## config.mk

```make
export PLATFORM = sky130hd
export DESIGN_NAME = spi_mnrch_arb_flat
export DESIGN_NICKNAME = d
export VERILOG_FILES = /design/src/rtl/spi_mnrch_arb_if.sv /design/src/rtl/spi_mnrch_arb.sv /design/src/flat_wrapper.sv
export SDC_FILE = /design/constraint.sdc
export NUM_CORES = 1
export LEC_CHECK = 0
export ABC_AREA = 1
export BUFFER_PORTS_ARGS = -buffer_cell sky130_fd_sc_hd__buf_2
export CORE_ASPECT_RATIO = 0.8
export CORE_MARGIN = 2
export CORE_UTILIZATION = 55
export DETAILED_ROUTE_END_ITERATION = 6
export GPL_TIMING_DRIVEN = 0
export PLACE_DENSITY = 0.79
export SETUP_SLACK_MARGIN = 0.15
export SYNTH_ARGS = -nofsm -noshare
export SYNTH_HDL_FRONTEND = slang
export SYNTH_SLANG_ARGS = --single-unit
```

## constraint.sdc

```tcl
create_clock -name clk -period 5 [get_ports clk]
set_input_delay 0.5 -clock clk [delete_from_list [all_inputs] [get_ports clk]]
set_output_delay 0.5 -clock clk [all_outputs]
set_load 0.01 [all_outputs]
```

## src/rtl/spi_mnrch_arb_if.sv

```systemverilog
// Bundle of the two client handshakes and the shared SPI_mnrch connection.
// The slave modport is the arbiter's view; master is the clients/SPI side.
interface spi_mnrch_arb_if;
    // client 0 (inertial sensor interface)
    logic        wrt0;
    logic [15:0] wt_data0;
    logic        busy0;
    logic        done0;
    logic [15:0] rd_data0;
    logic        ovr0;
    // client 1 (A2D / auxiliary sensor)
    logic        wrt1;
    logic [15:0] wt_data1;
    logic        busy1;
    logic        done1;
    logic [15:0] rd_data1;
    logic        ovr1;
    logic        tmo_err;
    // shared SPI_mnrch and per-device chip selects
    logic        spi_wrt;
    logic [15:0] spi_wt_data;
    logic        spi_done;
    logic [15:0] spi_rd_data;
    logic        spi_SS_n;
    logic        SS0_n;
    logic        SS1_n;

    modport slave (
        input  wrt0, wt_data0, wrt1, wt_data1,
        input  spi_done, spi_rd_data, spi_SS_n,
        output busy0, done0, rd_data0, ovr0,
        output busy1, done1, rd_data1, ovr1,
        output tmo_err, spi_wrt, spi_wt_data, SS0_n, SS1_n
    );

    modport master (
        output wrt0, wt_data0, wrt1, wt_data1,
        output spi_done, spi_rd_data, spi_SS_n,
        input  busy0, done0, rd_data0, ovr0,
        input  busy1, done1, rd_data1, ovr1,
        input  tmo_err, spi_wrt, spi_wt_data, SS0_n, SS1_n
    );
endinterface

```

## src/rtl/spi_mnrch_arb.sv

```systemverilog
// Two-client arbiter in front of one SPI_mnrch: one queued command per client,
// serialised issue with an idle gap, chip-select demux and hung-frame abort.
module spi_mnrch_arb #(
    parameter int PRIO_RR    = 1,
    parameter int GAP_CYCLES = 4,
    parameter int TIMEOUT    = 4096
) (
    input logic           clk,
    input logic           rst_n,
    spi_mnrch_arb_if.slave bus
);
    localparam int DATA_W  = 16;
    localparam int CNT_MAX = (TIMEOUT > GAP_CYCLES) ? TIMEOUT : GAP_CYCLES;
    localparam int CNT_W   = $clog2(CNT_MAX + 2);
    localparam logic [CNT_W-1:0] TMO_LAST = CNT_W'((TIMEOUT > 0) ? TIMEOUT - 1 : 0);
    localparam logic [CNT_W-1:0] GAP_LAST = CNT_W'((GAP_CYCLES > 0) ? GAP_CYCLES - 1 : 0);

    typedef enum logic [1:0] {IDLE, ISSUE, WAIT, GAP} state_t;

    state_t                 state_q, state_d;
    logic                   owner_q, owner_d;
    logic                   rr_last_q, rr_last_d;
    logic [CNT_W-1:0]       cnt_q, cnt_d;
    logic [1:0]             pend_q, pend_d;
    logic [1:0][DATA_W-1:0] wdata_q, wdata_d;
    logic [1:0][DATA_W-1:0] rd_data_q, rd_data_d;
    logic [1:0]             done_q, done_d;
    logic [1:0]             ovr_q, ovr_d;
    logic                   spi_wrt_q, spi_wrt_d;
    logic [DATA_W-1:0]      spi_wt_data_q, spi_wt_data_d;
    logic                   tmo_err_q, tmo_err_d;

    logic [1:0]             wrt;
    logic [1:0][DATA_W-1:0] wt_data;
    logic [1:0]             busy;
    logic                   active;
    logic                   grant;

    assign wrt        = {bus.wrt1, bus.wrt0};
    assign wt_data[0] = bus.wt_data0;
    assign wt_data[1] = bus.wt_data1;

    always_comb begin
        active  = (state_q == ISSUE) || (state_q == WAIT);
        busy[0] = pend_q[0] | (active & ~owner_q);
        busy[1] = pend_q[1] | (active & owner_q);
    end

    // rr_last only moves on contested grants, so an uncontested grant never
    // steals the next turn from the other client.
    always_comb begin
        grant = 1'b0;
        if (pend_q == 2'b11) begin
            grant = (PRIO_RR != 0) ? ~rr_last_q : 1'b0;
        end else if (pend_q == 2'b10) begin
            grant = 1'b1;
        end
    end

    always_comb begin
        state_d       = state_q;
        owner_d       = owner_q;
        rr_last_d     = rr_last_q;
        cnt_d         = cnt_q;
        pend_d        = pend_q;
        wdata_d       = wdata_q;
        rd_data_d     = rd_data_q;
        done_d        = 2'b00;
        ovr_d         = 2'b00;
        spi_wrt_d     = 1'b0;
        spi_wt_data_d = spi_wt_data_q;
        tmo_err_d     = tmo_err_q;

        for (int i = 0; i < 2; i++) begin
            if (wrt[i]) begin
                if (busy[i]) begin
                    ovr_d[i] = 1'b1;
                end else begin
                    pend_d[i]  = 1'b1;
                    wdata_d[i] = wt_data[i];
                end
            end
        end

        case (state_q)
            IDLE: begin
                if (pend_q != 2'b00) begin
                    owner_d       = grant;
                    spi_wrt_d     = 1'b1;
                    spi_wt_data_d = wdata_q[grant];
                    state_d       = ISSUE;
                    if (pend_q == 2'b11) begin
                        rr_last_d = grant;
                    end
                end
            end
            ISSUE: begin
                pend_d[owner_q] = 1'b0;
                cnt_d           = '0;
                state_d         = WAIT;
            end
            WAIT: begin
                if (bus.spi_done) begin
                    rd_data_d[owner_q] = bus.spi_rd_data;
                    done_d[owner_q]    = 1'b1;
                    cnt_d              = '0;
                    state_d            = (GAP_CYCLES > 0) ? GAP : IDLE;
                end else if ((TIMEOUT > 0) && (cnt_q == TMO_LAST)) begin
                    rd_data_d[owner_q] = {DATA_W{1'b1}};
                    done_d[owner_q]    = 1'b1;
                    tmo_err_d          = 1'b1;
                    cnt_d              = '0;
                    state_d            = (GAP_CYCLES > 0) ? GAP : IDLE;
                end else begin
                    cnt_d = cnt_q + CNT_W'(1);
                end
            end
            GAP: begin
                if (cnt_q == GAP_LAST) begin
                    state_d = IDLE;
                end else begin
                    cnt_d = cnt_q + CNT_W'(1);
                end
            end
            default: state_d = IDLE;
        endcase
    end

    always_ff @(posedge clk or negedge rst_n) begin
        if (!rst_n) begin
            state_q       <= IDLE;
            owner_q       <= 1'b0;
            rr_last_q     <= 1'b1;
            cnt_q         <= '0;
            pend_q        <= 2'b00;
            wdata_q       <= '0;
            rd_data_q     <= '0;
            done_q        <= 2'b00;
            ovr_q         <= 2'b00;
            spi_wrt_q     <= 1'b0;
            spi_wt_data_q <= '0;
            tmo_err_q     <= 1'b0;
        end else begin
            state_q       <= state_d;
            owner_q       <= owner_d;
            rr_last_q     <= rr_last_d;
            cnt_q         <= cnt_d;
            pend_q        <= pend_d;
            wdata_q       <= wdata_d;
            rd_data_q     <= rd_data_d;
            done_q        <= done_d;
            ovr_q         <= ovr_d;
            spi_wrt_q     <= spi_wrt_d;
            spi_wt_data_q <= spi_wt_data_d;
            tmo_err_q     <= tmo_err_d;
        end
    end

    assign bus.busy0       = busy[0];
    assign bus.busy1       = busy[1];
    assign bus.done0       = done_q[0];
    assign bus.done1       = done_q[1];
    assign bus.rd_data0    = rd_data_q[0];
    assign bus.rd_data1    = rd_data_q[1];
    assign bus.ovr0        = ovr_q[0];
    assign bus.ovr1        = ovr_q[1];
    assign bus.tmo_err     = tmo_err_q;
    assign bus.spi_wrt     = spi_wrt_q;
    assign bus.spi_wt_data = spi_wt_data_q;

    // Chip select passes through only to the current owner while its frame is live.
    assign bus.SS0_n = (active && !owner_q) ? bus.spi_SS_n : 1'b1;
    assign bus.SS1_n = (active &&  owner_q) ? bus.spi_SS_n : 1'b1;

    ss_exclusive: assert property (@(posedge clk) disable iff (!rst_n)
        !(!bus.SS0_n && !bus.SS1_n));
endmodule

```

## src/flat_wrapper.sv

```systemverilog
// flat-port wrapper written by rule: the top's interface ports become plain ports
module spi_mnrch_arb_flat 
#(
    parameter int PRIO_RR    = 1,
    parameter int GAP_CYCLES = 4,
    parameter int TIMEOUT    = 4096
)
  (clk, rst_n, bus_wrt0, bus_wt_data0, bus_wrt1, bus_wt_data1, bus_spi_done, bus_spi_rd_data, bus_spi_SS_n, bus_busy0, bus_done0, bus_rd_data0, bus_ovr0, bus_busy1, bus_done1, bus_rd_data1, bus_ovr1, bus_tmo_err, bus_spi_wrt, bus_spi_wt_data, bus_SS0_n, bus_SS1_n);
  spi_mnrch_arb_if bus_i ();
  input logic clk;
  input logic rst_n;
  input wire logic [$bits(bus_i.wrt0)-1:0] bus_wrt0;
  input wire logic [$bits(bus_i.wt_data0)-1:0] bus_wt_data0;
  input wire logic [$bits(bus_i.wrt1)-1:0] bus_wrt1;
  input wire logic [$bits(bus_i.wt_data1)-1:0] bus_wt_data1;
  input wire logic [$bits(bus_i.spi_done)-1:0] bus_spi_done;
  input wire logic [$bits(bus_i.spi_rd_data)-1:0] bus_spi_rd_data;
  input wire logic [$bits(bus_i.spi_SS_n)-1:0] bus_spi_SS_n;
  output wire logic [$bits(bus_i.busy0)-1:0] bus_busy0;
  output wire logic [$bits(bus_i.done0)-1:0] bus_done0;
  output wire logic [$bits(bus_i.rd_data0)-1:0] bus_rd_data0;
  output wire logic [$bits(bus_i.ovr0)-1:0] bus_ovr0;
  output wire logic [$bits(bus_i.busy1)-1:0] bus_busy1;
  output wire logic [$bits(bus_i.done1)-1:0] bus_done1;
  output wire logic [$bits(bus_i.rd_data1)-1:0] bus_rd_data1;
  output wire logic [$bits(bus_i.ovr1)-1:0] bus_ovr1;
  output wire logic [$bits(bus_i.tmo_err)-1:0] bus_tmo_err;
  output wire logic [$bits(bus_i.spi_wrt)-1:0] bus_spi_wrt;
  output wire logic [$bits(bus_i.spi_wt_data)-1:0] bus_spi_wt_data;
  output wire logic [$bits(bus_i.SS0_n)-1:0] bus_SS0_n;
  output wire logic [$bits(bus_i.SS1_n)-1:0] bus_SS1_n;
  assign bus_i.wrt0 = bus_wrt0;
  assign bus_i.wt_data0 = bus_wt_data0;
  assign bus_i.wrt1 = bus_wrt1;
  assign bus_i.wt_data1 = bus_wt_data1;
  assign bus_i.spi_done = bus_spi_done;
  assign bus_i.spi_rd_data = bus_spi_rd_data;
  assign bus_i.spi_SS_n = bus_spi_SS_n;
  assign bus_busy0 = bus_i.busy0;
  assign bus_done0 = bus_i.done0;
  assign bus_rd_data0 = bus_i.rd_data0;
  assign bus_ovr0 = bus_i.ovr0;
  assign bus_busy1 = bus_i.busy1;
  assign bus_done1 = bus_i.done1;
  assign bus_rd_data1 = bus_i.rd_data1;
  assign bus_ovr1 = bus_i.ovr1;
  assign bus_tmo_err = bus_i.tmo_err;
  assign bus_spi_wrt = bus_i.spi_wrt;
  assign bus_spi_wt_data = bus_i.spi_wt_data;
  assign bus_SS0_n = bus_i.SS0_n;
  assign bus_SS1_n = bus_i.SS1_n;
  spi_mnrch_arb #(.PRIO_RR(PRIO_RR), .GAP_CYCLES(GAP_CYCLES), .TIMEOUT(TIMEOUT)) u_core (.clk(clk), .rst_n(rst_n), .bus(bus_i));
endmodule
```

==> results.txt, run 1 <==
Kind of start point of the critical path -> flip-flop
Die area -> 9480 sq um
Pwr dens -> 583 nW/um^2
Seq pwr share -> 42.8%
Setup-failing EPs final -> 0
Antenna diode count -> 0
CTS Buf Count -> 9
NetSw -> 1.34 mW
IO Port Bufs -> 111
Initial antenna violation count -> 0
Most frequent cells in the layout -> 168 x nand2_1, 113 x buf_2, 104 x dfrtp_1, 38 x nor2_1, 29 x o21ai_0
Commonest non-fill, non-tap cell in the layout -> nand2_1
Max IR drop VDD -> 0.339 mV
Routed wire per std cell -> 14.1 um
Synth Register Bits -> 105
1st-iter DRT viols -> 204
Fin cells -> 750
Internal power -> 1.99 mW
Mapped cell area -> 4790 sq um
Post-place instance area -> 5520 sq um
WHS -> 0.0826 ns
Yosys top cell area share -> 54.3%
GR Util All Layers -> 23.7%
Final Hold Fails -> 0
Drt first pass iters -> 4
Vias in the first global route -> 3731
WS Path Type -> reg2out
Layout cells sized above 1 -> 32.0%
Sw frac -> 40.3%
Post-Layout Inst Area -> 5720 sq um
CP max FO -> 5
Post_cts resized -> 0
Reg2reg path depth -> 8
Final net count -> 692
Clock-pin slew on the worst setup and hold paths -> 0.11 ns
Largest net degree at the start of global routing -> 71
Crit path capture type -> output pin
Reg2reg setup slack -> 2.96 ns
Syn avg cell area -> 9.40 sq um
Reg-to-reg endpoint -> u_core.bus.spi_wt_data[11]
Syn. warnings -> 0
Routed Wire Length -> 10600 um
First-pass GRT wire length -> 17500 um
Clock share of power -> 15.6%
Fill cells -> 721
Routability cong. -> 0.878
Post-DR vias/cell -> 5.20
RSZ-0062 raised after global routing -> no
Post-Route Skew -> 0.0133 ns
Tcrit/Tclk final -> 42.4%
Outcome -> finished clean
Critical path required time -> 4.50 ns
Leading area contributor after synthesis -> dfrtp_1
Initial Util -> 56.5%
HPWL after DPL -> 7770 um
Worst-Skew Late Latency -> 0.37 ns
Slew @ Worst Pin -> 0.501 ns
Max Slew Vio Count -> 0
CTS tree -> done
Sink Count -> 105
Hold Path Class -> in2async
Vias -> 3897
Root buffer cell -> clkbuf_8
Leak pwr -> 2.96 nW
Max Clk Rate -> 472 MHz
Slew headroom -> 66.6%
Final Total Pwr -> 3.33 mW
Core Box Area -> 8480 sq um
Min cycle time layout -> 2.12 ns
# IOs -> 112
Comb pwr share -> 41.6%
Mapped Cells -> 510
Hold_buf cts -> 0
Area Growth Syn to Fin -> 19.4%
Seq/Total Area, Yosys -> 54.8%
Post-route DRC -> 0
Setup bufs post-CTS -> 0
H-tree Lvls -> 3
Die Ht -> 87.5 um
Reg-to-reg startpoint -> u_core.state_q[0]
Worst EP arrival -> 1.62 ns
Syn Nets -> 569
Cells after DPL -> 734
Final ANT Viol Nets -> 0
Max-cap viol count -> 0
Deepest clock path buffer count -> 2
Die Wd -> 108 um
# rows -> 30
Area contributors post-synth -> dfrtp_1 54%, nand2_1 13%, mux2_2 5.2%
Remaining Overflow, GRT -> 0
Library cells used by synthesis -> 35
Fin Setup TNS -> 0 ns
[metrics by stage]
step	worst slack (ns)	utilization (%)
final	2.88	67.4
after global routing	2.76	67.4
after CTS	2.87	67.4
after detailed placement	2.98	65.1
after global placement	2.35	64.7
after floorplan	3.31	-
[worst max-delay path, stage by stage (launching register included)]
cell and delay, ns:
dfrtp_1 0.41, inv_1 0.08, ha_1 0.42, nand2_2 0.13
nand2_1 0.07, buf_2 0.14
[synth_stat cells]
library cell,n
buf_2,3
mux2_1,10
nor3_1,4
nand4_4,1
xor2_1,2
a21oi_2,1
nor2_4,3
nand3_4,2
a21o_1,1
nor2_2,2
nand2_1,168
buf_6,1
nand3_2,3
o21bai_1,1
nand2_4,3
clkbuf_1,7
nand3_1,18
a21oi_1,4
buf_8,2
or2_2,16
dfrtp_1,104
a21boi_0,2
mux2_2,22
inv_1,24
nand4_1,4
nand2_2,6
dfstp_2,1
o21ai_1,13
o21ai_0,29
nor2_1,38
inv_2,5
nor2_8,1
ha_1,5
clkinv_4,1
buf_4,3
[state kept, by name, indices dropped and copies added, names as in the netlist]
register,cells
u_core.bus.spi_wrt,1
u_core.bus.spi_wt_data,16
u_core.owner_q,1
u_core.state_q,2
u_core.cnt_q,13
u_core.pend_q,2
u_core.wdata_q,32
u_core.rr_last_q,1
u_core.bus.rd_data0,16
u_core.bus.tmo_err,1
u_core.bus.rd_data1,16
u_core.done_q,2
u_core.ovr_q,2
[cell type report]
type,count,area [sq um],share of cell area (%)
Tap cell,112,140,2.45
Clock buffer,10,138,2.41
Timing Repair Buffer,112,586,10.2
Multi-Input combinational cell,359,1940,33.9
Inverter,30,118,2.06
Buffer,16,105,1.84
Clock inverter,6,65.1,1.14
Sequential cell,105,2630,45.9
[worst max-delay path by stage]
stage / depth (start not counted) / startpoint / slack (ns) / to
finish: 5 / u_core.state_q[0] / 2.88 / bus_busy0
global route: 5 / u_core.state_q[0] / 2.76 / bus_busy0
CTS: 5 / u_core.state_q[0] / 2.87 / bus_busy0
detailed placement: 8 / u_core.state_q[0] / 2.98 / u_core.bus.spi_wt_data[11]
global placement: 1 / rst_n / 2.35 / u_core.wdata_q[17]
floorplan: 6 / u_core.state_q[0] / 3.31 / u_core.wdata_q[21]
[kinds of logic after synthesis]
group / count (synthesis) / synth area share [%]
compound gates: 51 / 5.61
xor+xnor: 2 / 0.366
fa+ha+maj: 5 / 1.31
buf+inv: 46 / 4.65
flops: 105 / 54.8
mux: 32 / 7.52
simple gates: 269 / 25.7
[power by group through the flow]
stage / combinational (mW) / sequential [mW] / clock [mW]
after floorplan: 0.815 / 1.50 / 0
after global placement: 1.34 / 1.42 / 0
after detailed placement: 1.40 / 1.44 / 0
after CTS: 1.40 / 1.42 / 0.530
after global routing: 1.56 / 1.46 / 0.565
final: 1.39 / 1.43 / 0.520
[layer usage]
layer  GRT usage [%]  up-vias  share of wire, %
met5               0        -                 0
met4            6.06        0              0.95
met3            5.68       13               6.5
met2            38.7      126                49
met1            32.3     1884                44
li1                -     1874                 -
Power figures use the tool's default switching activity.
==> run 2: changes to the inputs <==
--- a/config.mk
+++ b/config.mk
@@ -9,10 +9,10 @@
 export BUFFER_PORTS_ARGS = -buffer_cell sky130_fd_sc_hd__buf_2
 export CORE_ASPECT_RATIO = 0.8
 export CORE_MARGIN = 2
-export CORE_UTILIZATION = 55
+export CORE_UTILIZATION = 54
 export DETAILED_ROUTE_END_ITERATION = 6
 export GPL_TIMING_DRIVEN = 0
-export PLACE_DENSITY = 0.79
+export PLACE_DENSITY = 0.78
 export SETUP_SLACK_MARGIN = 0.15
 export SYNTH_ARGS = -nofsm -noshare
 export SYNTH_HDL_FRONTEND = slang
==> constraint.sdc (replaced) <==
create_clock -name clk -period 2.1 [get_ports clk]
set_input_delay 0.21 -clock clk [delete_from_list [all_inputs] [get_ports clk]]
set_output_delay 0.21 -clock clk [all_outputs]
set_load 0.01 [all_outputs]
==> results.txt, run 2 (synthesis gave the netlist of run 1 again) <==
Outcome -> finished clean
Seq pwr share -> 42.1% (-0.7 points)
Crit path capture type -> flip-flop
Min cycle time layout -> 1.84 ns
Max IR drop VDD -> 0.880 mV (+160%)
Fin cells -> 751 (+0.13%)
Max FFs per register -> 32 (unchanged)
Worst-Skew Late Latency -> 0.37 ns (about the same)
Critical path required time -> 2.37 ns (-2.13 ns)
RSZ-0062 raised after global routing -> no
Core Box Area -> 8560 sq um (+0.88%)
Critical path's slowest cell -> dfrtp_1
Routability cong. -> 0.868 (-1.2%)
Drt first pass iters -> 5 (+1)
NetSw -> 3.20 mW (+140%)
Max Clk Rate -> 543 MHz
Hold Path Class -> in2reg
Sw frac -> 39.8% (-0.51 points)
Max Slew Vio Count -> 0 (unchanged)
Post-route DRC -> 0 (unchanged)
Antenna diode count -> 0 (unchanged)
Final Hold Fails -> 0 (unchanged)
Comb pwr share -> 41.3% (-0.3 points)
Pwr dens -> 1400 nW/um^2 (+140%)
CTS Buf Count -> 9 (unchanged)
Deepest clock path buffer count -> 2 (unchanged)
Slew @ Worst Pin -> 0.482 ns (-0.0194 ns)
Remaining Overflow, GRT -> 0 (unchanged)
IO Port Bufs -> 111 (unchanged)
Post-Layout Inst Area -> 5760 sq um (+0.68%)
Routed Wire Length -> 10500 um (-0.32%)
Root buffer cell -> clkbuf_8
Die area -> 9650 sq um (+1.8%)
Kind of start point of the critical path -> flip-flop
Commonest non-fill, non-tap cell in the layout -> nand2_1
Post-DR vias/cell -> 5.17 (-0.44%)
Worst EP arrival -> 2.11 ns (+0.49 ns)
Largest Register -> u_core.wdata_q
CP max FO -> 10 (+5)
Leak pwr -> 2.98 nW (+0.44%)
Sink Count -> 105 (unchanged)
Tcrit/Tclk final -> 87.6%
Pre-CTS WS -> 0.0609 ns (-2.92 ns)
H-tree Lvls -> 3 (unchanged)
Final Core Density -> 67.3% (-0.14 points)
Vias in the first global route -> 3659 (-1.9%)
Delay-heaviest family, CP -> flip-flops
Critical path buffer and inverter count -> 2 (unchanged)
Die Ht -> 88.3 um (+0.88%)
Clock share of power -> 16.6% (+1.0 points)
# IOs -> 112 (unchanged)
Setup-failing EPs final -> 0 (unchanged)
Layout cells sized above 1 -> 32.2% (+0.26 points)
Area Growth Syn to Fin -> 20.2%
First-pass GRT wire length -> 17400 um (-0.71%)
1st-iter DRT viols -> 182 (-11%)
Slew headroom -> 67.6% (+1.0 points)
Final net count -> 693 (+0.14%)
Clock-pin slew on the worst setup and hold paths -> 0.11 ns (about the same)
Initial Util -> 56.0% (-0.50 points)
HPWL after DPL -> 7830 um (+0.76%)
GR Util All Layers -> 23.1% (-0.55 points)
Most frequent cells in the layout -> 168 x nand2_1, 112 x buf_2, 104 x dfrtp_1, 38 x nor2_1, 29 x o21ai_0
Initial antenna violation count -> 0 (unchanged)
Internal power -> 4.84 mW (+140%)
Cells after DPL -> 734 (unchanged)
Vias -> 3885 (-0.31%)
CTS tree -> done
Max-cap viol count -> 0 (unchanged)
Routed wire per std cell -> 14.0 um (-0.45%)
Post-place instance area -> 5520 sq um (unchanged)
Critical Path Max Stage Delay -> 0.43 ns (about the same)
Post-Route Skew -> 0.0149 ns (+0.00159 ns)
Largest net degree at the start of global routing -> 72 (+1.4%)
Final WS setup -> 0.260 ns (-2.62 ns)
Final ANT Viol Nets -> 0 (unchanged)
CP Cell Sequence -> inv_1 -> ha_2 -> nand2_2 -> nand3_2 -> buf_6 -> mux2_2
WS Path Type -> reg2reg
# rows -> 30 (unchanged)
Die Wd -> 109 um (+0.89%)
[run 2: cell types whose count changed in the layout (fill, tap and decap cells not counted), sizes merged]
cell / change
bufinv: +1
clkinv: -2
clkinvlp: +1
dlygate4sd3: +1
[run 2: worst paths after layout]
kind | startpoint | to | slack [ns] | cells after the start
max in group asynchronous | rst_n | u_core.rr_last_q | 1.04 | 3
min in group asynchronous | rst_n | u_core.bus.rd_data0[8] | 0.33 | 2
min reg2reg | u_core.bus.rd_data1[3] | u_core.bus.rd_data1[3] | 0.49 | 2
max reg2reg | u_core.state_q[0] | u_core.wdata_q[30] | 0.26 | 6
max | u_core.state_q[0] | u_core.wdata_q[30] | 0.26 | 6
min | bus_wt_data0[11] | u_core.wdata_q[11] | 0.04 | 2
[run 2: final cells by class]
class                      instances  area, sq um
fill                             723         2800
sequential                       105         2630
multi-input combinational        359         1950
timing repair buffer             113          596
tap                              112          140
clock buffer                      10          128
inverter                          30          118
buffer                            16          114
clock inverter                     6         85.1
[run 2: timing repair]
item / 4_1_cts / 5_1_grt
resized for setup: 2 / 6
hold endpoints to repair: 34 / 0
endpoints found under the setup margin: 20 / 25
hold buffers: 1 / 0
setup buffers: 0 / 0
[run 2: stage by stage]
stage	hold slack (ns)	setup TNS [ns]	total power [mW]
2_1_floorplan	-0.0856	0	5.50
4_1_cts	0.0234	0	8.10
3_3_place_gp	0.423	-26.64	6.57
5_1_grt	0.0250	0	8.68
3_5_place_dp	0.203	0	6.75
6_report	0.0388	0	8.05
[run 2: power by group through the flow]
stage,Clock (mW),Sequential [mW],Combinational [mW]
after floorplan,0,3.56,1.94
after global placement,0,3.38,3.19
after detailed placement,0,3.41,3.34
after CTS,1.36,3.38,3.36
after global routing,1.45,3.48,3.74
final,1.33,3.39,3.33
[run 2: metal layers]
layer	part of all wire (%)	wire, um	vias to the layer above	track usage, %
met3	6.6	695	9	6.19
met1	44	4660	1887	31.9
li1	-	-	1875	-
met4	0.60	63	0	4.14
met5	0	0	-	0
met2	49	5120	114	37.7
